[config.mk]
export PLATFORM = sky130hd
export DESIGN_NAME = fifo_ctrl_flat
export DESIGN_NICKNAME = d
export VERILOG_FILES = /design/src/rtl/fifo_ctrl_if.sv /design/src/rtl/fifo_ctrl.sv /design/src/flat_wrapper.sv
export SDC_FILE = /design/constraint.sdc
export NUM_CORES = 1
export LEC_CHECK = 0
export CORE_MARGIN = 1
export CORE_UTILIZATION = 24
export CTS_CLUSTER_DIAMETER = 120
export DETAILED_ROUTE_END_ITERATION = 7
export HOLD_SLACK_MARGIN = 0.15
export PLACE_DENSITY = 0.54
export SYNTH_ARGS = -nofsm -noshare
export SYNTH_HDL_FRONTEND = slang
export SYNTH_SLANG_ARGS = --single-unit
[constraint.sdc]
create_clock -name i_clk -period 4.9 [get_ports i_clk]
set_input_delay 1.225 -clock i_clk [delete_from_list [all_inputs] [get_ports i_clk]]
set_output_delay 1.225 -clock i_clk [all_outputs]
set_load 0.02 [all_outputs]
[src/rtl/fifo_ctrl_if.sv]
// FIFO controller handshake bundle: push/pop requests in, storage strobes and status out.
// The master side issues requests; the slave side is the controller.
interface fifo_ctrl_if #(
  parameter int unsigned ADDR_WIDTH = 4
) ();

  // Requests towards the controller
  logic                  i_wr;
  logic                  i_rd;
  logic                  i_err_clr;

  // Storage array strobes and addresses
  logic                  o_w_en;
  logic [ADDR_WIDTH-1:0] o_w_addr;
  logic [ADDR_WIDTH-1:0] o_r_addr;

  // Occupancy status and sticky errors
  logic                  o_full;
  logic                  o_empty;
  logic                  o_almost_full;
  logic                  o_almost_empty;
  logic [ADDR_WIDTH:0]   o_count;
  logic                  o_overflow;
  logic                  o_underflow;

  modport master (
    output i_wr,
    output i_rd,
    output i_err_clr,
    input  o_w_en,
    input  o_w_addr,
    input  o_r_addr,
    input  o_full,
    input  o_empty,
    input  o_almost_full,
    input  o_almost_empty,
    input  o_count,
    input  o_overflow,
    input  o_underflow
  );

  modport slave (
    input  i_wr,
    input  i_rd,
    input  i_err_clr,
    output o_w_en,
    output o_w_addr,
    output o_r_addr,
    output o_full,
    output o_empty,
    output o_almost_full,
    output o_almost_empty,
    output o_count,
    output o_overflow,
    output o_underflow
  );

endinterface

[src/rtl/fifo_ctrl.sv]
// Pointer-based FIFO controller for an external storage array with combinational read.
// Pointers carry one extra wrap bit so full and empty are distinguishable without a counter.
// All status outputs come from registered pointers/flags; only o_w_en depends on requests.
// The interface instance must be built with the same ADDR_WIDTH as this module.
module fifo_ctrl #(
  parameter int unsigned ADDR_WIDTH = 4,
  parameter int unsigned AFULL_LVL  = 2**ADDR_WIDTH - 2,
  parameter int unsigned AEMPTY_LVL = 2
) (
  input  logic       i_clk,
  input  logic       i_rst,
  fifo_ctrl_if.slave bus_io
);

  localparam int unsigned PtrW = ADDR_WIDTH + 1;

  localparam logic [PtrW-1:0] PtrOne    = PtrW'(1);
  localparam logic [PtrW-1:0] AfullLvl  = PtrW'(AFULL_LVL);
  localparam logic [PtrW-1:0] AemptyLvl = PtrW'(AEMPTY_LVL);

  logic [PtrW-1:0] wr_ptr_q, wr_ptr_d;
  logic [PtrW-1:0] rd_ptr_q, rd_ptr_d;
  logic            overflow_q, overflow_d;
  logic            underflow_q, underflow_d;

  logic [PtrW-1:0] count;
  logic            full;
  logic            empty;
  logic            wr_accept;
  logic            rd_accept;
  logic            wr_reject;
  logic            rd_reject;

  // Occupancy status derived purely from the registered pointers
  always_comb begin
    count = wr_ptr_q - rd_ptr_q;
    empty = (wr_ptr_q == rd_ptr_q);
    full  = (wr_ptr_q[ADDR_WIDTH-1:0] == rd_ptr_q[ADDR_WIDTH-1:0]) &&
            (wr_ptr_q[ADDR_WIDTH] != rd_ptr_q[ADDR_WIDTH]);
  end

  // Request qualification; a pop frees the slot a full-FIFO push needs, but an empty
  // FIFO never reads through a same-cycle push
  always_comb begin
    rd_accept = bus_io.i_rd && !empty;
    wr_accept = bus_io.i_wr && (!full || bus_io.i_rd);
    wr_reject = bus_io.i_wr && !wr_accept;
    rd_reject = bus_io.i_rd && !rd_accept;
  end

  // Next-state: pointer advance and sticky error flags (a new error beats the clear)
  always_comb begin
    wr_ptr_d    = wr_accept ? (wr_ptr_q + PtrOne) : wr_ptr_q;
    rd_ptr_d    = rd_accept ? (rd_ptr_q + PtrOne) : rd_ptr_q;
    overflow_d  = wr_reject || (overflow_q && !bus_io.i_err_clr);
    underflow_d = rd_reject || (underflow_q && !bus_io.i_err_clr);
  end

  // State registers with synchronous active-high reset
  always_ff @(posedge i_clk) begin
    if (i_rst) begin
      wr_ptr_q    <= '0;
      rd_ptr_q    <= '0;
      overflow_q  <= 1'b0;
      underflow_q <= 1'b0;
    end else begin
      wr_ptr_q    <= wr_ptr_d;
      rd_ptr_q    <= rd_ptr_d;
      overflow_q  <= overflow_d;
      underflow_q <= underflow_d;
    end
  end

  // Output drive; the write strobe is suppressed during reset so the array stays untouched
  always_comb begin
    bus_io.o_w_en         = wr_accept && !i_rst;
    bus_io.o_w_addr       = wr_ptr_q[ADDR_WIDTH-1:0];
    bus_io.o_r_addr       = rd_ptr_q[ADDR_WIDTH-1:0];
    bus_io.o_full         = full;
    bus_io.o_empty        = empty;
    bus_io.o_almost_full  = (count >= AfullLvl);
    bus_io.o_almost_empty = (count <= AemptyLvl);
    bus_io.o_count        = count;
    bus_io.o_overflow     = overflow_q;
    bus_io.o_underflow    = underflow_q;
  end

endmodule

[src/flat_wrapper.sv]
// flat-port wrapper written by rule: the top's interface ports become plain ports
module fifo_ctrl_flat 
#(
  parameter int unsigned ADDR_WIDTH = 4,
  parameter int unsigned AFULL_LVL  = 2**ADDR_WIDTH - 2,
  parameter int unsigned AEMPTY_LVL = 2
)
  (i_clk, i_rst, bus_io_i_wr, bus_io_i_rd, bus_io_i_err_clr, bus_io_o_w_en, bus_io_o_w_addr, bus_io_o_r_addr, bus_io_o_full, bus_io_o_empty, bus_io_o_almost_full, bus_io_o_almost_empty, bus_io_o_count, bus_io_o_overflow, bus_io_o_underflow);
  fifo_ctrl_if #(.ADDR_WIDTH(ADDR_WIDTH)) bus_io_i ();
  input  logic i_clk;
  input  logic i_rst;
  input wire logic [$bits(bus_io_i.i_wr)-1:0] bus_io_i_wr;
  input wire logic [$bits(bus_io_i.i_rd)-1:0] bus_io_i_rd;
  input wire logic [$bits(bus_io_i.i_err_clr)-1:0] bus_io_i_err_clr;
  output wire logic [$bits(bus_io_i.o_w_en)-1:0] bus_io_o_w_en;
  output wire logic [$bits(bus_io_i.o_w_addr)-1:0] bus_io_o_w_addr;
  output wire logic [$bits(bus_io_i.o_r_addr)-1:0] bus_io_o_r_addr;
  output wire logic [$bits(bus_io_i.o_full)-1:0] bus_io_o_full;
  output wire logic [$bits(bus_io_i.o_empty)-1:0] bus_io_o_empty;
  output wire logic [$bits(bus_io_i.o_almost_full)-1:0] bus_io_o_almost_full;
  output wire logic [$bits(bus_io_i.o_almost_empty)-1:0] bus_io_o_almost_empty;
  output wire logic [$bits(bus_io_i.o_count)-1:0] bus_io_o_count;
  output wire logic [$bits(bus_io_i.o_overflow)-1:0] bus_io_o_overflow;
  output wire logic [$bits(bus_io_i.o_underflow)-1:0] bus_io_o_underflow;
  assign bus_io_i.i_wr = bus_io_i_wr;
  assign bus_io_i.i_rd = bus_io_i_rd;
  assign bus_io_i.i_err_clr = bus_io_i_err_clr;
  assign bus_io_o_w_en = bus_io_i.o_w_en;
  assign bus_io_o_w_addr = bus_io_i.o_w_addr;
  assign bus_io_o_r_addr = bus_io_i.o_r_addr;
  assign bus_io_o_full = bus_io_i.o_full;
  assign bus_io_o_empty = bus_io_i.o_empty;
  assign bus_io_o_almost_full = bus_io_i.o_almost_full;
  assign bus_io_o_almost_empty = bus_io_i.o_almost_empty;
  assign bus_io_o_count = bus_io_i.o_count;
  assign bus_io_o_overflow = bus_io_i.o_overflow;
  assign bus_io_o_underflow = bus_io_i.o_underflow;
  fifo_ctrl #(.ADDR_WIDTH(ADDR_WIDTH), .AFULL_LVL(AFULL_LVL), .AEMPTY_LVL(AEMPTY_LVL)) u_core (.i_clk(i_clk), .i_rst(i_rst), .bus_io(bus_io_i));
endmodule
Word-level counts from Yosys, hierarchy flattened
Index checks and enable logic that the tools add are counted.
{ "classes": {"add_sub_neg": 3, "order_cmp": 2, "eq_ne": 3, "reduce_logical": 17} }
{ "ops": {"columns": ["operator", "n"], "rows": [
  ["$add 5x1->5 const B", 2],
  ["$logic_and 1x1->1", 8],
  ["$logic_not 1->1", 6],
  ["$eq 5x5->1", 1],
  ["$ge 5x4->1 const B", 1],
  ["$le 5x2->1 const B", 1],
  ["$sub 5x5->5", 1],
  ["$eq 4x4->1", 1],
  ["$logic_or 1x1->1", 3],
  ["$ne 1x1->1", 1]
]} }
{ "word_totals": {"ff_bits": 12, "output_inout_bits": 20, "wordCells": 29} }

Logic depth before layout (Yosys ltp)
Gate-level depths: netlist of run 1.
{ "depth": {"depth_word": 8, "ltp_mapped": 8, "mapped_depth_nobuf": 8} }

Least setup slack after synthesis of run 1
Ideal clock, no wire load.
{ "synth_timing": {"path_type": "register -> output", "startpoint": "register u_core.rd_ptr_q[0]", "endpoint": "output bus_io_o_almost_empty", "arrival_time_ns": 2.108, "t_required_ns": 3.675, "slack_ns": 1.567, "stages_incl_launch_ff": 8, "path_buffers": 0, "path_cell_list": "dfxtp_1 -> ha_1 -> inv_1 -> fa_1 -> a21o_1 -> a21oi_1 -> xnor2_1 -> a211oi_1"} }
{ "synth_between": {"elab_chain_len": 2} }
{ "synth_lines": {"columns": ["item", "line", "source"], "rows": [
  ["from (decl)", "fifo_ctrl.sv:22", "logic [PtrW-1:0] rd_ptr_q, rd_ptr_d;"],
  ["from (signal assigned)", "fifo_ctrl.sv:68", "rd_ptr_q <= rd_ptr_d;"],
  ["$sub 5x5->5", "fifo_ctrl.sv:36", "count = wr_ptr_q - rd_ptr_q;"],
  ["named net bus_io_o_count[4]", "flat_wrapper.sv:22", "output wire logic [$bits(bus_io_i.o_count)-1:0] bus_io_o_count;"],
  ["$le 5x2->1", "fifo_ctrl.sv:82", "bus_io.o_almost_empty = (count <= AemptyLvl);"],
  ["to (decl)", "flat_wrapper.sv:21", "output wire logic [$bits(bus_io_i.o_almost_empty)-1:0] bus_io_o_almost_empty;"]
]} }
The timed path passes the listed nets, and every way through them passes these cells.

Worst setup path in the final report of run 1
{ "layout_timing": {"startpoint": "input bus_io_i_rd", "endpoint": "output bus_io_o_w_en"} }
{ "layout_between": {"elab_chain_len": 3} }
{ "layout_lines": {"columns": ["item", "line", "source"], "rows": [
  ["from (decl)", "flat_wrapper.sv:13", "input wire logic [$bits(bus_io_i.i_rd)-1:0] bus_io_i_rd;"],
  ["$logic_or 1x1->1", "fifo_ctrl.sv:46", "wr_accept = bus_io.i_wr && (!full || bus_io.i_rd);"],
  ["$logic_and 1x1->1", "fifo_ctrl.sv:46", null],
  ["$logic_and 1x1->1", "fifo_ctrl.sv:76", "bus_io.o_w_en = wr_accept && !i_rst;"],
  ["to (decl)", "flat_wrapper.sv:15", "output wire logic [$bits(bus_io_i.o_w_en)-1:0] bus_io_o_w_en;"]
]} }
No other way between the ends.

==> flow_metrics.env, run 1 <==
export IMPL_status="finished clean"
export IMPL_stdcell_area_um2=1079
export IMPL_dr_total_vias=685
export IMPL_layout_nets=125
export IMPL_hold_depth=2
export IMPL_met2_usage=0.1523
export IMPL_synth_edf_count=0
export IMPL_yosys_area_top_type="dfxtp_1"
export IMPL_synthTopCellsByCount="dfxtp_1, nor2_1, buf_4"
export IMPL_setup_viol=0
export IMPL_p_per_area_nw_per_um2=358.3
export IMPL_use_met3=0.01493
export IMPL_period_needed_ns=4.029
export IMPL_dpl_instance_area_um2=1056
export IMPL_cts_root_buf="clkbuf_4"
export IMPL_wl_per_cell_um=10.65
export IMPL_crit_path_frequent_cell="clkdlybuf4s50_1"
export IMPL_start_util=0.2591
export IMPL_overflow=0
export IMPL_yosysSeqAreaShare=0.2940
export IMPL_cts_tree="built"
export IMPL_final_util=0.3421
export IMPL_r2r_cells=6
export IMPL_dieArea_um2=3642
export IMPL_cts_setup_buffers=0
export IMPL_drc_errors=0
export IMPL_synth_top_area_share=0.2940
export IMPL_timing_rr_start="u_core.rd_ptr_q[2]"
export IMPL_first_iter_violations=24
export IMPL_grt_pass1_wl_um=2753
export IMPL_worstSetupEndpoint="bus_io_o_w_en"
export IMPL_leakage_uw=0.0004064
export IMPL_cts_repair_resized=0
export IMPL_r2r_end="u_core.wr_ptr_q[1]"
export IMPL_area_delta_synth_final_pct=32.01
export IMPL_drive_gt1_frac=0.07207
export IMPL_synth_area_leaders="dfxtp_1, ha_1, buf_4, nor2_1, xnor2_1"
export IMPL_cp_slowest_stage_delay_ns=0.55
export IMPL_grt_busiest_layer="met2"
export IMPL_slew_viol_final=0
export IMPL_syn_inst=92
export IMPL_max_slew_margin=0.7464
export IMPL_die_h_um=60.35
export IMPL_rsz0062_at_grt="no"
export IMPL_clockBufferDepth=2
export IMPL_port_buffers=24
export IMPL_synthArstFlopShare=0
export IMPL_critPathCaptureType="output port"
export IMPL_viasPerCell=4.419
export IMPL_grt_pass1_vias=668
export IMPL_wl_um=1650
export IMPL_gp_congestion=0.7794
export IMPL_hold_viol=0
export IMPL_crit_type="in2out"
export IMPL_grt_util_met1=0.1339
export IMPL_clock_latency_ns=0.27
export IMPL_ys_flop_type="dfxtp_1"
export IMPL_hold_buffers=0
export IMPL_rrSetupSlack_ns=2.92
export IMPL_worst_pin_slew_ns=0.3786
export IMPL_fp_dieW_um=60.35
export IMPL_fmax_ghz=0.2482
export IMPL_grt_max_degree=14
export IMPL_ys_types=30
export IMPL_hpwl_um=1336
export IMPL_design_core_area_um2=3153
export IMPL_rows=20
export IMPL_ys_seq_elements=12
export IMPL_crit_start="bus_io_i_rd"
export IMPL_fin_skew_ns=0.004281
export IMPL_drtAntennaViolNets=0
export IMPL_holdWs_ns=0.4802
export IMPL_worstPathRequired_ns=3.67
export IMPL_crit_path_max_fanout=7
export IMPL_syn_avg_cell_area_um2=8.881
export IMPL_antennaDiodeCount=0
export IMPL_cpMaxStageDelayCell="clkdlybuf4s50_1"
export IMPL_cts_htree_levels=1
export IMPL_clock_sinks=12
export IMPL_yosysWarnings=0
export IMPL_hold_path_class="reg2reg"
export IMPL_cap_violations=0
export IMPL_drt_first_pass_iters=4
export IMPL_syn_nets=104
export IMPL_path_cells="clkdlybuf4s50_1 -> o31ai_4 -> nor2_1 -> clkdlybuf4s50_1"
export IMPL_tns_ns=0
export IMPL_track_usage=0.1042
export IMPL_peakVddDrop_uv=93.13
export IMPL_grt_antenna_before_repair=0
export IMPL_cts_buffers=3
export IMPL_ios=25
export IMPL_syn_area_um2=817.0
export IMPL_clk_pin_slew_ns=0.06
export IMPL_start_kind="input pin"
export IMPL_min_period_over_period=0.8223
export IMPL_arrival_ns=2.80
## per-stage QoR
step	setup slack (ns)	cells	power, uW
after global routing	0.8111	155	413.6
after CTS	0.8523	155	391.6
after floorplan	1.567	92	249.8
after global placement	0.8746	152	330.5
final	0.8706	155	386.5
after detailed placement	0.8592	152	331.8
## layout by cell type (no fill, tap or decap)
cell type,synthesis,routed
ha_1,6,6
xnor2_2,1,1
nand3_1,3,3
nand4_1,3,3
o21a_1,1,1
xor2_1,3,3
o311ai_1,1,1
dfxtp_1,12,12
mux2i_1,2,2
nor2_1,12,12
a21o_1,2,2
o21ai_2,1,1
clkbuf_4,0,3
a31oi_1,1,1
a211oi_1,1,1
nand2b_1,1,1
buf_4,8,1
a21oi_1,6,6
o21ai_0,3,3
or3_1,3,3
o31ai_4,1,1
nor2b_1,2,2
a41o_1,1,1
xor2_2,1,1
inv_1,7,7
clkdlybuf4s50_1,0,24
fa_1,1,1
o211ai_1,1,1
xnor2_1,5,5
and2_1,1,1
and4_1,1,1
## cells by family (layout without fill, tap and decap cells)
group,count (synthesis),after routing,share of synthesized area
multiplexers,2,2,0.02450
adder cells (fa/ha/maj),7,7,0.1164
AO/OA/AOI/OAI,19,19,0.1685
buffers and inverters,16,35,0.1103
AND/OR/NAND/NOR,26,26,0.1608
XOR/XNOR,10,10,0.1256
flip-flops,12,12,0.2940
## flip-flops by register name, indices dropped and copies added, names as in the netlist
name / count
u_core.wr_ptr_q: 5
u_core.bus_io.o_overflow: 1
u_core.rd_ptr_q: 5
u_core.bus_io.o_underflow: 1
## final cells by class
class                           count  area [um2]
Sequential cell                    12       240.2
Clock buffer                        3       22.52
Fill cell                         364        2074
Inverter                            7       26.28
Tap cell                           44       55.05
Timing Repair Buffer               25       247.7
Multi-Input combinational cell     64       486.7
## critical path: cells and delay by family
family / cells / cell delay (ns)
AO/OA/AOI/OAI: 1 / 0.40
AND/OR/NAND/NOR: 1 / 0.08
buffers and inverters: 2 / 1.09
## metal layers
| metal | up-vias | wire length, um |
|---|---|---|
| met3 | 5 | 67 |
| met2 | 21 | 703 |
| met1 | 306 | 822 |
| li1 | 353 | - |
| met5 | - | 0 |
| met4 | 0 | 56 |
## where the power goes
| part | internal (uW) | switching, uW |
|---|---|---|
| clock | 28.4 | 29.4 |
| combinational | 102 | 113 |
| sequential | 104 | 8.91 |
## how the worst min path moves through the flow
stage	from	end
CTS	u_core.bus_io.o_overflow	u_core.bus_io.o_overflow
floorplan	u_core.rd_ptr_q[3]	u_core.rd_ptr_q[3]
global placement	u_core.bus_io.o_overflow	u_core.bus_io.o_overflow
global route	u_core.bus_io.o_overflow	u_core.bus_io.o_overflow
finish	u_core.bus_io.o_overflow	u_core.bus_io.o_overflow
detailed placement	u_core.bus_io.o_overflow	u_core.bus_io.o_overflow
Power figures use the tool's default switching activity.
==> run 2: changes to the inputs <==
- clock period: 4.9 -> 3.8 ns (I/O delays scaled with it)
==> flow_metrics.env, run 2 (synthesis gave the netlist of run 1 again) <==
export IMPL_status="finished clean"
export IMPL_worstPathRequired_ns=2.85
export IMPL_peakVddDrop_uv=183.9
export IMPL_area_delta_synth_final_pct=32.92
export IMPL_rsz0062_at_grt="no"
export IMPL_total_power_uw=503.0
export IMPL_drtAntennaViolNets=0
export IMPL_arrival_ns=2.67
export IMPL_tns_ns=0
export IMPL_min_period_over_period=0.9526
export IMPL_wl_per_cell_um=10.64
export IMPL_slew_viol_final=0
export IMPL_hp_start="u_core.bus_io.o_overflow"
export IMPL_dieArea_um2=3642
export IMPL_worst_pin_slew_ns=0.3801
export IMPL_drc_errors=0
export IMPL_hold_path_class="reg2reg"
export IMPL_cts_repair_resized=0
export IMPL_cts_htree_levels=1
export IMPL_antennaDiodeCount=0
export IMPL_viasPerCell=4.391
export IMPL_ios=25
export IMPL_crit_path_max_fanout=5
export IMPL_setup_viol=0
export IMPL_grt_pass1_wl_um=2656
export IMPL_timing_rr_start="u_core.rd_ptr_q[2]"
export IMPL_clock_sinks=12
export IMPL_overflow=0
export IMPL_p_per_area_nw_per_um2=463.1
export IMPL_die_h_um=60.35
export IMPL_critPathCaptureType="output port"
export IMPL_wl_um=1660
export IMPL_hold_buffers=0
export IMPL_critical_path_top_delay_family="buffers and inverters"
export IMPL_cap_violations=0
export IMPL_drt_first_pass_iters=3
export IMPL_fin_skew_ns=0.0005827
export IMPL_start_kind="register"
export IMPL_cpMaxStageDelayCell="clkdlybuf4s50_1"
export IMPL_cp_slowest_stage_delay_ns=0.64
export IMPL_fp_dieW_um=60.35
export IMPL_cts_buffers=3
export IMPL_fmax_ghz=0.2763
export IMPL_clockBufferDepth=2
export IMPL_instances_no_fill=156
export IMPL_design_core_area_um2=3153
export IMPL_crit_type="reg2out"
export IMPL_grt_max_degree=13
export IMPL_clock_latency_ns=0.27
export IMPL_start_util=0.2591
export IMPL_final_common_cell="clkdlybuf4s50_1"
export IMPL_drive_gt1_frac=0.08036
export IMPL_grt_pass1_vias=626
export IMPL_rows=20
export IMPL_clk_pin_slew_ns=0.07
export IMPL_dp_cells=153
export IMPL_dr_total_vias=685
export IMPL_gp_congestion=0.7401
export IMPL_fillers=350
export IMPL_reg_top3="u_core.rd_ptr_q (5), u_core.wr_ptr_q (5)"
export IMPL_cts_root_buf="clkbuf_4"
export IMPL_layout_nets=126
export IMPL_track_usage=0.1003
export IMPL_cts_tree="built"
export IMPL_max_slew_margin=0.7454
export IMPL_cts_setup_buffers=0
export IMPL_holdWs_ns=0.4896
export IMPL_path_cells="ha_1 -> inv_1 -> fa_1 -> a21o_1 -> a21oi_1 -> xnor2_1 -> a211oi_1 -> clkdlybuf4s50_1"
export IMPL_worst_path_buf_inv=2
export IMPL_leakage_uw=0.0004112
export IMPL_grt_antenna_before_repair=0
export IMPL_hold_viol=0
export IMPL_period_needed_ns=3.620
export IMPL_layout_cells_most_common_list="clkdlybuf4s50_1, nor2_1, dfxtp_1"
export IMPL_port_buffers=24
export IMPL_crit_start="u_core.rd_ptr_q[0]"
export IMPL_hpwl_um=1373
export IMPL_first_iter_violations=17
run 2: routing by layer:
| layer | GRT usage | share of wire | vias to the layer above |
|---|---|---|---|
| met4 | 0.07973 | 0.023 | 0 |
| met1 | 0.1304 | 0.51 | 310 |
| met3 | 0.01279 | 0.036 | 4 |
| met5 | 0 | 0 | - |
| li1 | - | - | 351 |
| met2 | 0.1491 | 0.43 | 20 |
run 2: layout make-up:
| cell class | instances | area (um2) | area share |
|---|---|---|---|
| clock buffers | 3 | 22.52 | 0.02074 |
| inverters | 7 | 26.28 | 0.02419 |
| multi-input cells | 64 | 486.7 | 0.4482 |
| flip-flops and latches | 12 | 240.2 | 0.2212 |
| well taps | 44 | 55.05 | 0.05069 |
| repair buffers | 26 | 255.2 | 0.2350 |
run 2: through the flow:
stage	cell area, um2	setup slack, ns	utilization
2_1_floorplan	817.0	0.7420	-
3_3_place_gp	1064	0.4478	0.3373
3_5_place_dp	1064	0.4359	0.3373
4_1_cts	1086	0.1477	0.3444
5_1_grt	1086	0.01489	0.3444
6_report	1086	0.1801	0.3444
run 2: worst register-to-register path, stage by stage (launching register included):
cell and delay [ns]:
dfxtp_1 0.38, inv_1 0.09, ha_1 0.37, nand4_1 0.31, o31ai_4 0.38, mux2i_1 0.23
nor2_1 0.05
run 2: worst paths after layout:
path                                   end  slack [ns]  depth (start not counted)
setup / recovery     bus_io_o_almost_empty        0.18                          8
hold / removal    u_core.bus_io.o_overflow        0.49                          2
setup reg to reg        u_core.wr_ptr_q[1]        1.89                          6
hold reg to reg   u_core.bus_io.o_overflow        0.49                          2
run 2: power breakdown:
group / internal (uW) / switching [uW] / leakage [uW]
sequential: 135 / 11.1 / 0.0000975
clock: 36.7 / 39.3 / 0.0000138
combinational: 133 / 148 / 0.000300
total: 304 / 199 / 0.000411
